--- src/rtl/fifo_rd_stream.sv ---
// Read-side drain engine for a standard-mode SRAM FIFO: pops words, buffers them in a 2-entry
// skid buffer and presents them on a valid/ready stream. Optional error flag: FIFO_RD_STREAM_ERR_EN.
module fifo_rd_stream #(
  parameter int unsigned DATA_WIDTH = 36
) (
  input  logic                  clk_i,
  input  logic                  rst_ni,
  input  logic                  flush_i,
  input  logic                  fifo_empty_i,
  output logic                  fifo_pop_o,
  input  logic [DATA_WIDTH-1:0] fifo_data_i,
  output logic                  valid_o,
  input  logic                  ready_i,
  output logic [DATA_WIDTH-1:0] data_o
`ifdef FIFO_RD_STREAM_ERR_EN
  ,
  input  logic                  fifo_rderr_i,
  output logic                  err_o
`endif
);

  logic [DATA_WIDTH-1:0] mem_q [2];
  logic                  wr_ptr_q, wr_ptr_d;
  logic                  rd_ptr_q, rd_ptr_d;
  logic [1:0]            count_q, count_d;
  logic                  inflight_q, inflight_d;
  logic                  drop_q, drop_d;

  logic                  fire;
  logic                  capture;
  logic [2:0]            occupancy;

  // Occupancy counts words already buffered plus the one returning from the SRAM this cycle.
  always_comb begin
    fire       = valid_o & ready_i;
    capture    = inflight_q & ~drop_q;
    occupancy  = {1'b0, count_q} + {2'b00, inflight_q} - {2'b00, fire};
    fifo_pop_o = rst_ni & ~flush_i & ~fifo_empty_i & (occupancy < 3'd2);
  end

  always_comb begin
    wr_ptr_d   = wr_ptr_q;
    rd_ptr_d   = rd_ptr_q;
    count_d    = count_q;
    inflight_d = fifo_pop_o;
    drop_d     = 1'b0;
    if (flush_i) begin
      wr_ptr_d = 1'b0;
      rd_ptr_d = 1'b0;
      count_d  = 2'd0;
      drop_d   = inflight_q;
    end else begin
      if (capture) wr_ptr_d = ~wr_ptr_q;
      if (fire)    rd_ptr_d = ~rd_ptr_q;
      count_d = count_q + {1'b0, capture} - {1'b0, fire};
    end
  end

  always_ff @(posedge clk_i or negedge rst_ni) begin
    if (!rst_ni) begin
      wr_ptr_q   <= 1'b0;
      rd_ptr_q   <= 1'b0;
      count_q    <= 2'd0;
      inflight_q <= 1'b0;
      drop_q     <= 1'b0;
    end else begin
      wr_ptr_q   <= wr_ptr_d;
      rd_ptr_q   <= rd_ptr_d;
      count_q    <= count_d;
      inflight_q <= inflight_d;
      drop_q     <= drop_d;
    end
  end

  always_ff @(posedge clk_i or negedge rst_ni) begin
    if (!rst_ni) begin
      for (int i = 0; i < 2; i++) mem_q[i] <= '0;
    end else if (!flush_i && capture) begin
      mem_q[wr_ptr_q] <= fifo_data_i;
    end
  end

  always_comb begin
    valid_o = (count_q != 2'd0);
    data_o  = mem_q[rd_ptr_q];
  end

`ifdef FIFO_RD_STREAM_ERR_EN
  logic err_q, err_d;

  // Capturing into a full buffer can only happen if the pop rule is broken.
  always_comb begin
    if (flush_i) err_d = 1'b0;
    else         err_d = err_q | fifo_rderr_i | (capture & (count_q == 2'd2));
  end

  always_ff @(posedge clk_i or negedge rst_ni) begin
    if (!rst_ni) err_q <= 1'b0;
    else         err_q <= err_d;
  end

  assign err_o = err_q;
`endif

endmodule

--- config.mk ---
export PLATFORM = sky130hd
export DESIGN_NAME = fifo_rd_stream
export DESIGN_NICKNAME = d
export VERILOG_FILES = /design/src/rtl/fifo_rd_stream.sv
export SDC_FILE = /design/constraint.sdc
export NUM_CORES = 1
export LEC_CHECK = 0
export CAP_MARGIN = 0
export CELL_PAD_IN_SITES_DETAIL_PLACEMENT = 1
export CELL_PAD_IN_SITES_GLOBAL_PLACEMENT = 1
export CORE_MARGIN = 3
export CORE_UTILIZATION = 41
export DETAILED_ROUTE_END_ITERATION = 7
export PLACE_DENSITY = 0.87
export SLEW_MARGIN = 20
export SYNTH_ARGS = -nofsm -noshare
export SYNTH_HDL_FRONTEND = slang
export SYNTH_SLANG_ARGS = --single-unit
--- constraint.sdc ---
create_clock -name clk_i -period 2.2 [get_ports clk_i]
set_input_delay 0.44 -clock clk_i [delete_from_list [all_inputs] [get_ports clk_i]]
set_output_delay 0.44 -clock clk_i [all_outputs]
set_load 0.02 [all_outputs]
==> results of run 1 <==
-- metal layers --
layer / part of all wire / wire [um] / GRT usage / vias up
met3: 0.058 / 430 / 0.0457 / 11
met2: 0.51 / 3810 / 0.284 / 57
met1: 0.41 / 3050 / 0.205 / 1079
li1: - / - / - / 964
met5: 0 / 0 / 0 / -
met4: 0.016 / 116 / 0.0607 / 0
-- timing repair --
item / CTS / global route
pin swaps: 3 / 0
resized for setup: 45 / 3
endpoints found under the hold margin: 0 / 0
endpoints found under the setup margin: 37 / 2
setup buffers: 0 / 1
-- power groups by stage --
stage	registers [mW]	clock network (mW)	logic (mW)
after floorplan	2.22	0	1.70
after global placement	2.27	0	2.80
after detailed placement	2.32	0	2.88
after CTS	2.30	1.36	2.60
after global routing	2.39	1.42	2.76
final	2.29	1.32	2.55
-- registers in the layout, indices dropped and copies added, names as in the netlist --
| signal | count |
|---|---|
| count_q | 2 |
| drop_q | 1 |
| inflight_q | 1 |
| rd_ptr_q | 1 |
| mem_q | 72 |
| wr_ptr_q | 1 |
-- worst max-delay path by stage --
stage	start	to	slack, ns	cells after the start
6_report	count_q[0]	fifo_pop_o	-0.1	6
5_1_grt	inflight_q	fifo_pop_o	-0.25	6
4_1_cts	inflight_q	fifo_pop_o	-0.17	6
3_5_place_dp	ready_i	fifo_pop_o	-0.77	7
3_3_place_gp	ready_i	fifo_pop_o	-0.72	7
2_1_floorplan	count_q[1]	fifo_pop_o	0.02	5
-- stage by stage --
| stage | setup TNS [ns] | power [mW] | area, um2 |
|---|---|---|---|
| 2_1_floorplan | 0 | 3.92 | 3470 |
| 3_3_place_gp | -0.723 | 5.07 | 4410 |
| 3_5_place_dp | -0.774 | 5.20 | 4410 |
| 4_1_cts | -0.170 | 6.27 | 4620 |
| 5_1_grt | -0.245 | 6.57 | 4640 |
| 6_report | -0.0953 | 6.16 | 4640 |
-- cell usage in the layout, fill, tap and decap left out, types with 2 or more instances in the layout --
cell type and n:
buf_12 4, nor2_1 4, clkbuf_8 11, clkbuf_1 2
bufinv_16 3, inv_1 2, mux2_2 99, mux2_1 9
xor2_1 5, ha_1 2, clkdlybuf4s50_1 38, buf_4 10
dfrtp_1 77, dlygate4sd2_1 37
-- worst max-delay path: stages (launching register included) --
cell       delay, ns
dfrtp_1         0.40
o21ai_2         0.16
nor2_1          0.07
fa_1            0.50
nand4bb_1       0.11
nor2_2          0.13
buf_6           0.13
-- layout make-up --
cell class | count | share of cell area
clock inverter | 3 | 0.0194
clock buffer | 13 | 0.0343
tap | 102 | 0.0275
multi-input combinational | 131 | 0.305
sequential | 78 | 0.421
inverter | 2 | 0.00162
timing repair buffer | 91 | 0.191
-- cells by family after synthesis --
logic type                 Yosys count  synth area share
muxes                              108             0.350
xor gates and xnor gates             6            0.0151
and+or+nand+nor                     13            0.0245
buffers and inverters               14            0.0339
AOI/OAI and AO/OA                    1           0.00144
DFF                                 78             0.562
adders and majority gates            3            0.0130
==> out/summary.json, run 1 <==
{
  "run_status": {"value": "complete, but fails checks"},
  "failing_checks": {"value": "setup timing"},
  "timing.clock.skew": {"value": 0.00998, "unit": "ns"},
  "yosysTopAreaCellShare": {"value": 0.562},
  "cts_buffer_depth": {"value": 2},
  "r2r-end": {"value": "count_q[1]"},
  "final_max_slew_viol_count": {"value": 0},
  "critical_path_arrival": {"value": 1.86, "unit": "ns"},
  "gp_routability_congestion": {"value": 0.711},
  "grt_max_degree": {"value": 79},
  "crit_path_end_kind": {"value": "output port"},
  "yosys-top-cells-count": {"value": "99 x mux2_2, 78 x dfrtp_1, 9 x mux2_1"},
  "ant_nets": {"value": 0},
  "synthTopCellsByArea": {"value": "dfrtp_1 56%, mux2_2 32%, mux2_1 2.9%"},
  "num_rows": {"value": 32},
  "ir_drop": {"value": 0.613, "unit": "mV"},
  "grt_antenna_before_repair": {"value": 0},
  "die_w": {"value": 98.0, "unit": "um"},
  "clk-insertion-delay-late": {"value": 0.34, "unit": "ns"},
  "r2r_cells": {"value": 9},
  "synthDominantAreaCellType": {"value": "dfrtp_1"},
  "critical_path.reg2reg.startpoint": {"value": "inflight_q"},
  "multi_input_combinational_cell_area": {"value": 1420, "unit": "um2"},
  "drcViolationCount": {"value": 0},
  "fp.dieArea": {"value": 9610, "unit": "um2"},
  "net_count_after_synthesis": {"value": 267},
  "place.detailed.instances": {"value": 403},
  "core": {"value": 7970, "unit": "um2"},
  "globalRouteOverflowTotal": {"value": 0},
  "dp_slack": {"value": -0.770, "unit": "ns"},
  "synth_flop_cell": {"value": "dfrtp_1"},
  "final.hold.worst_slack": {"value": 0.383, "unit": "ns"},
  "drtIter0Drc": {"value": 52},
  "period_minus_slack": {"value": 2.30, "unit": "ns"},
  "setup_repair_after_global_routing_missed_its_margin": {"value": "true"},
  "wl_per_cell": {"value": 17.6, "unit": "um"},
  "layout.nets": {"value": 357},
  "yosysUniqueCellTypes": {"value": 23},
  "p_sw_frac": {"value": 0.324},
  "antenna_cells_inserted": {"value": 0},
  "layout.area.seq": {"value": 1950, "unit": "um2"},
  "layout-drive-gt1-share": {"value": 0.425},
  "setup.reg_to_reg.worst_slack": {"value": 0.44, "unit": "ns"},
  "worst-path-max-fanout": {"value": 2},
  "io_buffers": {"value": 78},
  "synthToLayoutAreaGrowth": {"value": 33.5, "unit": "%"},
  "finish.cell_count_without_fillers": {"value": 420},
  "cts_made_buffers": {"value": 9},
  "number_of_placed_i_o_pins": {"value": 79},
  "leakagePower": {"value": 2.20, "unit": "nW"},
  "postCtsHoldBufs": {"value": 0},
  "yosysMostFrequentCell": {"value": "mux2_2"},
  "synthesis.instances": {"value": 223},
  "tritoncts": {"value": "built"},
  "cts.sink_count": {"value": 78},
  "worstHoldPathType": {"value": "in2async"},
  "internal_power": {"value": 4.17, "unit": "mW"},
  "route.vias.total": {"value": 2111},
  "initial_core_util": {"value": 0.436},
  "global_route.usage.total": {"value": 0.167},
  "synth.yosys.seq_area_share": {"value": 0.562},
  "netlist_area": {"value": 3470, "unit": "um2"},
  "dp_hpwl": {"value": 5.07, "unit": "mm"},
  "timing.final.hold_violations": {"value": 0},
  "maxCapViolCount": {"value": 0},
  "power_density": {"value": 1330, "unit": "nW/um2"},
  "synth_enable_flop_cells": {"value": 0},
  "setup.worst_path.start_class": {"value": "flip-flop"},
  "yosysWarnings": {"value": 0},
  "p_clk_frac": {"value": 0.214},
  "die_h": {"value": 98.0, "unit": "um"},
  "synth.avg_cell_area": {"value": 15.6, "unit": "um2"},
  "wirelength": {"value": 7.41, "unit": "mm"},
  "final_core_utilization": {"value": 0.582},
  "htree_levels": {"value": 3},
  "cts.reportedPaths.clkPinSlew": {"value": 0.08, "unit": "ns"},
  "grt_first_pass_wirelength": {"value": 12.6, "unit": "mm"},
  "drt_pre_antenna_iters": {"value": 3},
  "tightestPinTransition": {"value": 0.981, "unit": "ns"},
  "required": {"value": 1.76, "unit": "ns"},
  "p_comb_frac": {"value": 0.414},
  "synth_seq_cells": {"value": 78},
  "setup.worst_path.class": {"value": "reg2out"},
  "nFillCells": {"value": 774},
  "post_drt_via_cell_ratio": {"value": 5.03},
  "p_switching": {"value": 1.99, "unit": "mW"},
  "layout_worst_path_cycle_share": {"value": 1.04},
  "first_global_vias": {"value": 2527},
  "achievable-frequency": {"value": 436, "unit": "MHz"},
  "worst_slew_margin_rel": {"value": 0.346},
  "synth_async_sr_flop_share": {"value": 1.00},
  "power_frac_seq": {"value": 0.372},
  "cts_root_buffer": {"value": "clkbuf_8"},
  "finalSetupViolCount": {"value": 1},
  "post-route-worst-setup-slack": {"value": -0.0953, "unit": "ns"}
}
Note: power is estimated with default switching activity, not from simulation.
==> run 2: changes to the inputs <==
Settings changed: CAP_MARGIN 0 to unset, CTS_CLUSTER_SIZE set to 16.
==> results of run 2 <==
The final DEF is identical to that of run 1; final timing and power are the same.
